===== src/rtl/serial_pkg.sv =====
// ============================================================================
// Module      : serial_pkg
// Description : Types and constants shared by the serial datapath stages.
// Revision    : 1.0 - initial release
// ============================================================================
`default_nettype none

package serial_pkg;

    typedef enum logic [0:0] {
        IDLE    = 1'b0,
        COLLECT = 1'b1
    } coll_state_t;

    localparam int SER_WORD_W = 4;

endpackage

`default_nettype wire


===== src/rtl/word_hold_reg.sv =====
// ============================================================================
// Module      : word_hold_reg
// Description : Output word register with valid/ready handshake and sticky
//               overrun flag for words that arrive while the register is full.
// Revision    : 1.0 - initial release
// ============================================================================
`default_nettype none

module word_hold_reg #(
    parameter int WIDTH = 4
) (
    input  logic             clk,
    input  logic             rstn,
    input  logic             load_i,
    input  logic [WIDTH-1:0] din_i,
    input  logic             out_ready_i,
    input  logic             clr_ovr_i,
    output logic [WIDTH-1:0] word_o,
    output logic             word_valid_o,
    output logic             overrun_o
);

    logic [WIDTH-1:0] word_q, word_d;
    logic             valid_q, valid_d;
    logic             ovr_q, ovr_d;
    logic             w_free;

    // A draining consumer frees the register in the same cycle it is refilled.
    assign w_free = !valid_q || out_ready_i;

    always_comb begin
        word_d  = word_q;
        valid_d = valid_q;
        ovr_d   = ovr_q;
        if (out_ready_i) begin
            valid_d = 1'b0;
        end
        if (clr_ovr_i) begin
            ovr_d = 1'b0;
        end
        if (load_i) begin
            if (w_free) begin
                word_d  = din_i;
                valid_d = 1'b1;
            end else begin
                ovr_d = 1'b1;
            end
        end
    end

    always_ff @(posedge clk or negedge rstn) begin
        if (!rstn) begin
            word_q  <= '0;
            valid_q <= 1'b0;
            ovr_q   <= 1'b0;
        end else begin
            word_q  <= word_d;
            valid_q <= valid_d;
            ovr_q   <= ovr_d;
        end
    end

    assign word_o       = word_q;
    assign word_valid_o = valid_q;
    assign overrun_o    = ovr_q;

endmodule

`default_nettype wire


===== src/rtl/serial_word_collector.sv =====
// ============================================================================
// Module      : serial_word_collector
// Description : Reassembles an LSB-first serial stream into parallel words.
// Revision    : 1.0 - initial release
// ============================================================================
`default_nettype none

module serial_word_collector
    import serial_pkg::*;
#(
    parameter int WIDTH = SER_WORD_W
) (
    input  logic             clk,
    input  logic             rstn,
    input  logic             start,
    input  logic             bit_en,
    input  logic             sin,
    input  logic             out_ready,
    input  logic             clr_ovr,
    output logic [WIDTH-1:0] word,
    output logic             word_valid,
    output logic             busy,
    output logic             overrun
);

    localparam int CNT_W = $clog2(WIDTH) + 1;
    localparam logic [CNT_W-1:0] C_LAST = CNT_W'(WIDTH - 1);

    coll_state_t      state_q, state_d;
    logic [CNT_W-1:0] cnt_q, cnt_d;
    logic [WIDTH-1:0] shreg_q, shreg_d;
    logic [WIDTH-1:0] w_shifted;
    logic             w_complete;

    assign w_shifted = {sin, shreg_q[WIDTH-1:1]};

    always_comb begin
        state_d    = state_q;
        cnt_d      = cnt_q;
        shreg_d    = shreg_q;
        w_complete = 1'b0;
        // start overrides any bit_en in the same cycle and discards a partial frame
        if (start) begin
            state_d = COLLECT;
            cnt_d   = '0;
            shreg_d = '0;
        end else if (state_q == COLLECT && bit_en) begin
            shreg_d = w_shifted;
            cnt_d   = cnt_q + 1'b1;
            if (cnt_q == C_LAST) begin
                state_d    = IDLE;
                w_complete = 1'b1;
            end
        end
    end

    always_ff @(posedge clk or negedge rstn) begin
        if (!rstn) begin
            state_q <= IDLE;
            cnt_q   <= '0;
            shreg_q <= '0;
        end else begin
            state_q <= state_d;
            cnt_q   <= cnt_d;
            shreg_q <= shreg_d;
        end
    end

    assign busy = (state_q == COLLECT);

    word_hold_reg #(
        .WIDTH (WIDTH)
    ) u_hold (
        .clk          (clk),
        .rstn         (rstn),
        .load_i       (w_complete),
        .din_i        (w_shifted),
        .out_ready_i  (out_ready),
        .clr_ovr_i    (clr_ovr),
        .word_o       (word),
        .word_valid_o (word_valid),
        .overrun_o    (overrun)
    );

endmodule

`default_nettype wire


===== config.mk =====
export PLATFORM = sky130hd
export DESIGN_NAME = serial_word_collector
export DESIGN_NICKNAME = d
export VERILOG_FILES = /design/src/rtl/serial_pkg.sv /design/src/rtl/word_hold_reg.sv /design/src/rtl/serial_word_collector.sv
export SDC_FILE = /design/constraint.sdc
export NUM_CORES = 1
export LEC_CHECK = 0
export BUFFER_PORTS_ARGS = -buffer_cell sky130_fd_sc_hd__buf_2
export CORE_AREA = 2 2 39 41
export CTS_CLUSTER_SIZE = 28
export DETAILED_ROUTE_END_ITERATION = 6
export DIE_AREA = 0 0 41 43
export PLACE_DENSITY = 0.67
export SLEW_MARGIN = 20
export SYNTH_ARGS = -nofsm -noshare
export SYNTH_HDL_FRONTEND = slang
export SYNTH_SLANG_ARGS = --single-unit
export TNS_END_PERCENT = 5

===== constraint.sdc =====
create_clock -name clk -period 2.1 [get_ports clk]
set_clock_uncertainty 0.05 [all_clocks]
set_input_delay 0 -clock clk [delete_from_list [all_inputs] [get_ports clk]]
set_output_delay 0 -clock clk [all_outputs]
set_load 0.01 [all_outputs]

==> results.md <==
* Via count at 404
* Syn Inst Count at 46
* R2R cell count at 5
* Cell Area, Synth at 579 um^2
* First-pass GRT wire length at 1.68 mm
* Syn nets at 55
* Final non-filler cell total at 83
* Final hold viol count at 0
* Final setup vio count at 0
* Total power at 0.000479 W
* Yosys warns at 0
* CTS tree: built
* Total Routing Usage GR at 14.1%
* Hold Crit Class: in2async
* GPL Wtd Cong at 0.673
* R2R Setup Slk at 560 ps
* FF-to-FF Start: cnt_q[0]
* Initial Util at 41.9%
* Crit path DAT at 1650 ps
* CTS resizes at 0
* Routed Antenna Nets at 0
* Commonest cells after routing, fill and taps aside: dfrtp_1, buf_2, nand2_1, dlygate4sd3_1, a21oi_1
* Die ar. at 1760 um^2
* Worst-path fanout max at 4
* Worst-path clk slew at 80 ps
* Critical path data required time at 2210 ps
* Antenna Diode Count at 0
* Initial antenna violation count at 0
* Placed cells at 73
* Max-slew violations at 0
* Max Cap Viol at 0
* Vias per inst at 4.87
* Number of port buffers at 13
* Total CTS buffers at 3
* PD cells at 652 nW/um^2
* Hold WS at 87.2 ps
* RR Endpoint: u_hold.word_o[0]
* Most numerous cell on the critical path: ha_1
* Setup crit end kind: register
* CTS Root Cell: clkbuf_4
* Max clock buf depth at 2
* Overall die width at 41 um
* DRT Wirelength at 1.01 mm
* Slew headroom at 76.1%
* Finished Cell Area at 736 um^2
* DRC violations left at 0
* Synthesized flop and latch total at 13
* 1st-pass router iterations at 4
* Clk sinks at 13
* Layout cells sized above 1 at 32.8%
* DIE HEIGHT at 43 um
* RSZ-0062 raised after global routing: false
* Clk_lat worst skew at 270 ps
* CP top delay family: flip-flops
* H-tree levels at 1
* Outcome: finished clean
* Worst VDD drop at 367 uV
* Actual slew at the worst max-slew pin at 359 ps
* Worst setup SP type: register
* Rows at 14
* Total grt overflow at 0
* Post CTS Setup Buffer Count at 0
* CTS hold repair buffers at 6
* Nets at 77
* Vias in the first global route at 396
* # IOs at 14
* Fmax at 648 MHz
* Distinct cells, synth at 16
* Area Growth Syn to Fin at 27.0%
* Area after DPL at 649 um^2
* Seq/Total Area, Yosys at 56.2%
* Crit share post-route at 73.5%
* DRT iter0 DRCs at 5
* Final min period at 1540 ps
* Setup TNS at 0 ps
* Largest net degree at the start of global routing at 14
* Critical-path top delay cell: dfrtp_1
* WP buf/inv at 0
* Core Region at 1380 um^2
* DR WL/cell at 12.2 um
* Avg Cell Area, Syn at 12.6 um^2
* Hpwl dp at 734 um
* Critical path launch point: cnt_q[0]
* Fillers at 119
* Leak at 0.372 nW
* Setup CP Type: reg2reg
* Worst path max stage delay at 370 ps
* Critical Path, Cell by Cell: ha_1 > ha_1 > nand4b_4 > nor2b_4 > mux2_4
==> per-stage QoR <==
stage / utilization [%] / worst slack, ps
2_1_floorplan: - / 630
3_3_place_gp: 46.9 / 580
3_5_place_dp: 46.9 / 551
4_1_cts: 53.2 / 542
5_1_grt: 53.2 / 468
6_report: 53.2 / 556
==> cell type report <==
type | count | area [um^2] | share of cell area (%)
well taps | 16 | 20.0 | 2.72
flip-flops and latches | 13 | 325 | 44.2
repair buffers | 19 | 125 | 17.0
clock buffers | 4 | 26.3 | 3.57
inverters | 2 | 7.51 | 1.02
multi-input cells | 29 | 231 | 31.5
==> sequential cells by signal, indices dropped and copies added (netlist names) <==
register / flops
u_hold.word_o: 4
u_hold.overrun_o: 1
busy: 1
u_hold.word_valid_o: 1
shreg_q: 3
cnt_q: 3
==> worst max path at each step <==
| stage | end | slack, ps | cells past startpoint |
|---|---|---|---|
| after floorplan | u_hold.word_o[0] | 630 | 5 |
| after global placement | u_hold.word_o[2] | 580 | 5 |
| after detailed placement | u_hold.word_o[2] | 550 | 5 |
| after CTS | u_hold.word_o[3] | 540 | 5 |
| after global routing | u_hold.word_o[2] | 470 | 5 |
| final | u_hold.word_o[0] | 560 | 5 |
==> worst register-to-register path, delay by kind of cell, from the launching register on <==
| family | cells | cell delay (ps) |
|---|---|---|
| fa+ha+maj | 2 | 330 |
| flops | 1 | 370 |
| mux | 1 | 310 |
| simple gates | 2 | 360 |
==> synth_stat cells <==
| cell | number | area (um^2) |
|---|---|---|
| nand2b_1 | 1 | 6.26 |
| inv_1 | 2 | 7.51 |
| o21a_1 | 1 | 7.51 |
| o22ai_1 | 1 | 6.26 |
| a21oi_1 | 5 | 25.0 |
| xor2_1 | 1 | 8.76 |
| ha_1 | 2 | 25.0 |
| nor2_1 | 1 | 3.75 |
| nand2_1 | 6 | 22.5 |
| dfrtp_1 | 13 | 325 |
| nor2b_4 | 1 | 13.8 |
| nand3_1 | 4 | 20.0 |
| buf_4 | 2 | 15.0 |
| mux2_4 | 4 | 60.1 |
| nand4b_4 | 1 | 23.8 |
| a311oi_1 | 1 | 8.76 |
==> cell families (layout without fill, tap and decap cells) <==
group,after synthesis,after routing,synth area share [%]
xor+xnor,1,1,1.51
compound gates,8,8,8.21
buf+inv,4,25,3.89
simple gates,14,14,15.5
fa+ha+maj,2,2,4.32
flops,13,13,56.2
mux,4,4,10.4
==> per-layer routing <==
| metal | vias to the layer above | part of all wire [%] | global-route usage (%) | routed length, um |
|---|---|---|---|---|
| li1 | 200 | - | - | - |
| met2 | 13 | 44 | 20.6 | 441 |
| met1 | 191 | 50 | 18.9 | 509 |
| met4 | 0 | 0 | 6.00 | 0 |
| met5 | - | 0 | 0 | 0 |
| met3 | 0 | 6.1 | 3.66 | 62 |
==> where the power goes <==
group	switching, W	internal, W	total (W)
sequential	0.00000873	0.000262	0.000271
combinational	0.0000269	0.0000309	0.0000578
clock	0.0000770	0.0000734	0.000150
(Power assumes the default switching activity.)
